File: src/rtl/if_inst_queue.sv
// if_inst_queue: DEPTH-entry {PC, Inst} FIFO between fetch and decode.
// Flush empties the queue; misaligned fetch PCs are flagged at the head.
module if_inst_queue #(
  parameter int DEPTH = 4,
  localparam int CW = $clog2(DEPTH) + 1
) (
  input  logic          clk,
  input  logic          reset,
  input  logic          flush,
  input  logic          in_valid,
  output logic          in_ready,
  input  logic [63:0]   in_bus,
  output logic          out_valid,
  input  logic          out_ready,
  output logic [63:0]   out_bus,
  output logic          out_adef,
  output logic [CW-1:0] count
);

  localparam int PW = $clog2(DEPTH);
  localparam logic [CW-1:0] FULL = CW'(DEPTH);
  localparam logic [CW-1:0] ONE  = CW'(1);
  localparam logic [PW-1:0] PONE = PW'(1);

  logic [63:0]   mem [DEPTH];
  logic [PW-1:0] wr_ptr;
  logic [PW-1:0] rd_ptr;
  logic          push;
  logic          pop;
  logic          empty;

  assign empty     = (count == '0);
  assign in_ready  = (count != FULL) & ~flush;
  assign out_valid = ~empty & ~flush;
  assign push      = in_valid & in_ready;
  assign pop       = out_valid & out_ready;

  // Head is forced to zero when empty so stale storage never leaks out.
  assign out_bus  = empty ? 64'h0 : mem[rd_ptr];
  assign out_adef = out_valid & (out_bus[33:32] != 2'b00);

  always_ff @(posedge clk) begin
    if (push && !reset) begin
      mem[wr_ptr] <= in_bus;
    end
  end

  always_ff @(posedge clk) begin
    if (reset || flush) begin
      wr_ptr <= '0;
      rd_ptr <= '0;
      count  <= '0;
    end else begin
      if (push) begin
        wr_ptr <= wr_ptr + PONE;
      end
      if (pop) begin
        rd_ptr <= rd_ptr + PONE;
      end
      unique case ({push, pop})
        2'b10:   count <= count + ONE;
        2'b01:   count <= count - ONE;
        default: count <= count;
      endcase
    end
  end

endmodule

File: config.mk
export PLATFORM = sky130hd
export DESIGN_NAME = if_inst_queue
export DESIGN_NICKNAME = d
export VERILOG_FILES = /design/src/rtl/if_inst_queue.sv
export SDC_FILE = /design/constraint.sdc
export NUM_CORES = 1
export LEC_CHECK = 0
export ABC_AREA = 1
export BUFFER_PORTS_ARGS = -buffer_cell sky130_fd_sc_hd__buf_2
export CAP_MARGIN = 25
export CORE_UTILIZATION = 50
export CTS_BUF_LIST = sky130_fd_sc_hd__clkbuf_4 sky130_fd_sc_hd__clkbuf_8
export DETAILED_ROUTE_END_ITERATION = 8
export GPL_TIMING_DRIVEN = 0
export PLACE_DENSITY = 0.73
export SKIP_CTS_REPAIR_TIMING = 1
export SKIP_LAST_GASP = 1
export SYNTH_ARGS = -nofsm -noshare
export SYNTH_HDL_FRONTEND = slang
export SYNTH_SLANG_ARGS = --single-unit
File: constraint.sdc
create_clock -name clk -period 6.6 [get_ports clk]
set_input_delay 1.98 -clock clk [delete_from_list [all_inputs] [get_ports clk]]
set_output_delay 1.98 -clock clk [all_outputs]
set_load 0.05 [all_outputs]
==> metrics.txt <==
status=completed; Layout area overhead=19.7%; Hold Crit Class=reg -> reg; H-tree depth=2; Die Ht=147 µm; CP max FO=7; fmax=0.210 GHz; pin count of the biggest net entering global routing=30; setup_tns=0 ps; GRT met3 Usage=0.0434; Critical Path Start Type=primary input; Critical Path AT=2790 ps; GPL Wtd Cong=0.766; slowest stage cell, crit path=buf_2; fillcell total=1604; Crit path largest cell delay=270 ps; WL final=23.1 mm; Synth warnings=0; CP Capture Type=output pin; Seq/Total Area, Yosys=0.753; CTS max path bufs=3; CTS tree=yes; combined area of the multi-input logic cells=2220 µm²; slew margin rel.=0.605; crit path cell chain=buf_2 -> inv_1 -> nand2_1 -> a21oi_1 -> buf_2; Lkg Pwr=4.67 nW; commonest non-fill, non-tap cell in the layout=nor2_1; fin area=12500 µm²; min Tclk post-route=4770 ps; Netlist cell types=19; initial antenna violation count=2; maximum VDD drop=181 µV; first-pass GRT wire length=35.7 mm; vias in the first global route=6758; die width=147 µm; Final Max Slew Viols=0; non-filler cells, final=1327; clock sinks=265; Min Hold Slack=474 ps; PwrDens=274 nW/µm²; required time of the critical path=4620 ps; final number of setup-violating endpoints=0; Initial Util=0.513; mapped cell area=10500 µm²; Setup Skew=9.16 ps; final cycle utilization of the critical path=0.723; DR vias=6953; CTS root buf=clkbuf_8; register area=7870 µm²; Syn Area/Cell=12.5 µm²; Clock Pin Slew Worst Setup and Hold Paths=60 ps; Syn Inst Count=835; starting DRC count in detailed routing=399; Hold Vio Cnt, Final=0; busiest grt layer=met2; Detailed Place HPWL=14.1 mm; M1 GR Usage=0.288; RSZ-0062 raised after global routing=no; Core Box Area=20400 µm²; worst skew pair latency=530 ps; I/O pin cnt=139; wire length per cell=17.4 µm; GRT overflow=0; most used cell, CP=buf_2; fin nets=1100; die area=21500 µm²; vias per std cell=5.24; share of layout cells above drive strength 1=0.231; critical path type=in -> out; Post-DRT Antenna Nets=0; total CTS buffers=42; most frequent cells in the layout=nor2_1, edfxtp_1, buf_2, o21ai_0, a21oi_1; port bufs=138; Inst Count DP=1251; MaxCap Viol Count=0; flops & latches, synth=265; actual slew at the worst max-slew pin=592 ps; gr usage total=0.219; drt first pass iters=5; DP Area=11700 µm²; post-synth net total=910; Remaining DRCs=0; FP Rows=52; grt met2 use=0.358
==> state kept, by name (all words and copies together), names as in the netlist, named ones only <==
signal / count
count: 3
mem: 256
rd_ptr: 2
wr_ptr: 2
==> cells in the mapped netlist (all sizes together) <==
library cell  count  share of area
nor2            261          0.094
edfxtp          256           0.74
o21ai           126          0.060
a21oi            68          0.033
buf              30          0.022
inv              25         0.0090
nand2            25         0.0090
clkbuf           17         0.0061
dfxtp             9          0.017
nand3             8         0.0038
ha                5         0.0060
nand4             3         0.0018
fa                1         0.0019
nand3b            1        0.00072
==> cell families after synthesis <==
| kind of cell | after synthesis | synth area share |
|---|---|---|
| compound gates | 194 | 0.0929 |
| fa+ha+maj | 6 | 0.00790 |
| buf+inv | 72 | 0.0374 |
| flops | 265 | 0.753 |
| simple gates | 298 | 0.109 |
==> report_power, final <==
| group | internal [W] | total [W] | switching (W) |
|---|---|---|---|
| Clock | 0.000758 | 0.00136 | 0.000599 |
| Combinational | 0.0000511 | 0.000208 | 0.000157 |
| Sequential | 0.00186 | 0.00187 | 0.00000442 |
==> metal layers <==
layer | vias to the layer above | part of all wire
li1 | 3338 | -
met1 | 3310 | 0.42
met2 | 259 | 0.48
met3 | 46 | 0.070
met4 | 0 | 0.023
met5 | - | 0
==> final timing paths <==
kind / from / endpoint / depth (start not counted) / slack, ps
max reg2reg: count[1]$_SDFFE_PP0P_ / mem[2][50]$_DFFE_PP_ / 5 / 4520
max: flush / out_adef / 5 / 1830
min reg2reg: rd_ptr[0]$_SDFFE_PP0P_ / rd_ptr[0]$_SDFFE_PP0P_ / 2 / 470
min: rd_ptr[0]$_SDFFE_PP0P_ / rd_ptr[0]$_SDFFE_PP0P_ / 2 / 470
==> critical path: cells and delay by family <==
kind                   cells  cell delay (ps)
buffers and inverters      3              560
AND/OR/NAND/NOR            1              120
AO/OA/AOI/OAI              1              120
==> per-stage QoR <==
step                 util  setup slack [ps]  total power (W)
floorplan               -               311          0.00203
global placement    0.564             -1100          0.00210
detailed placement  0.573              1850          0.00211
CTS                 0.614              1830          0.00346
global route        0.614              1730          0.00355
finish              0.614              1830          0.00343
==> layout make-up <==
class / instances / share of cell area
diodes: 2 / 0.000400
well taps: 270 / 0.0270
clock inverters: 16 / 0.00770
flip-flops and latches: 265 / 0.629
plain buffers: 47 / 0.0237
inverters: 25 / 0.00750
multi-input cells: 498 / 0.178
clock buffers: 58 / 0.0588
repair buffers: 146 / 0.0680
(Power assumes the default switching activity.)
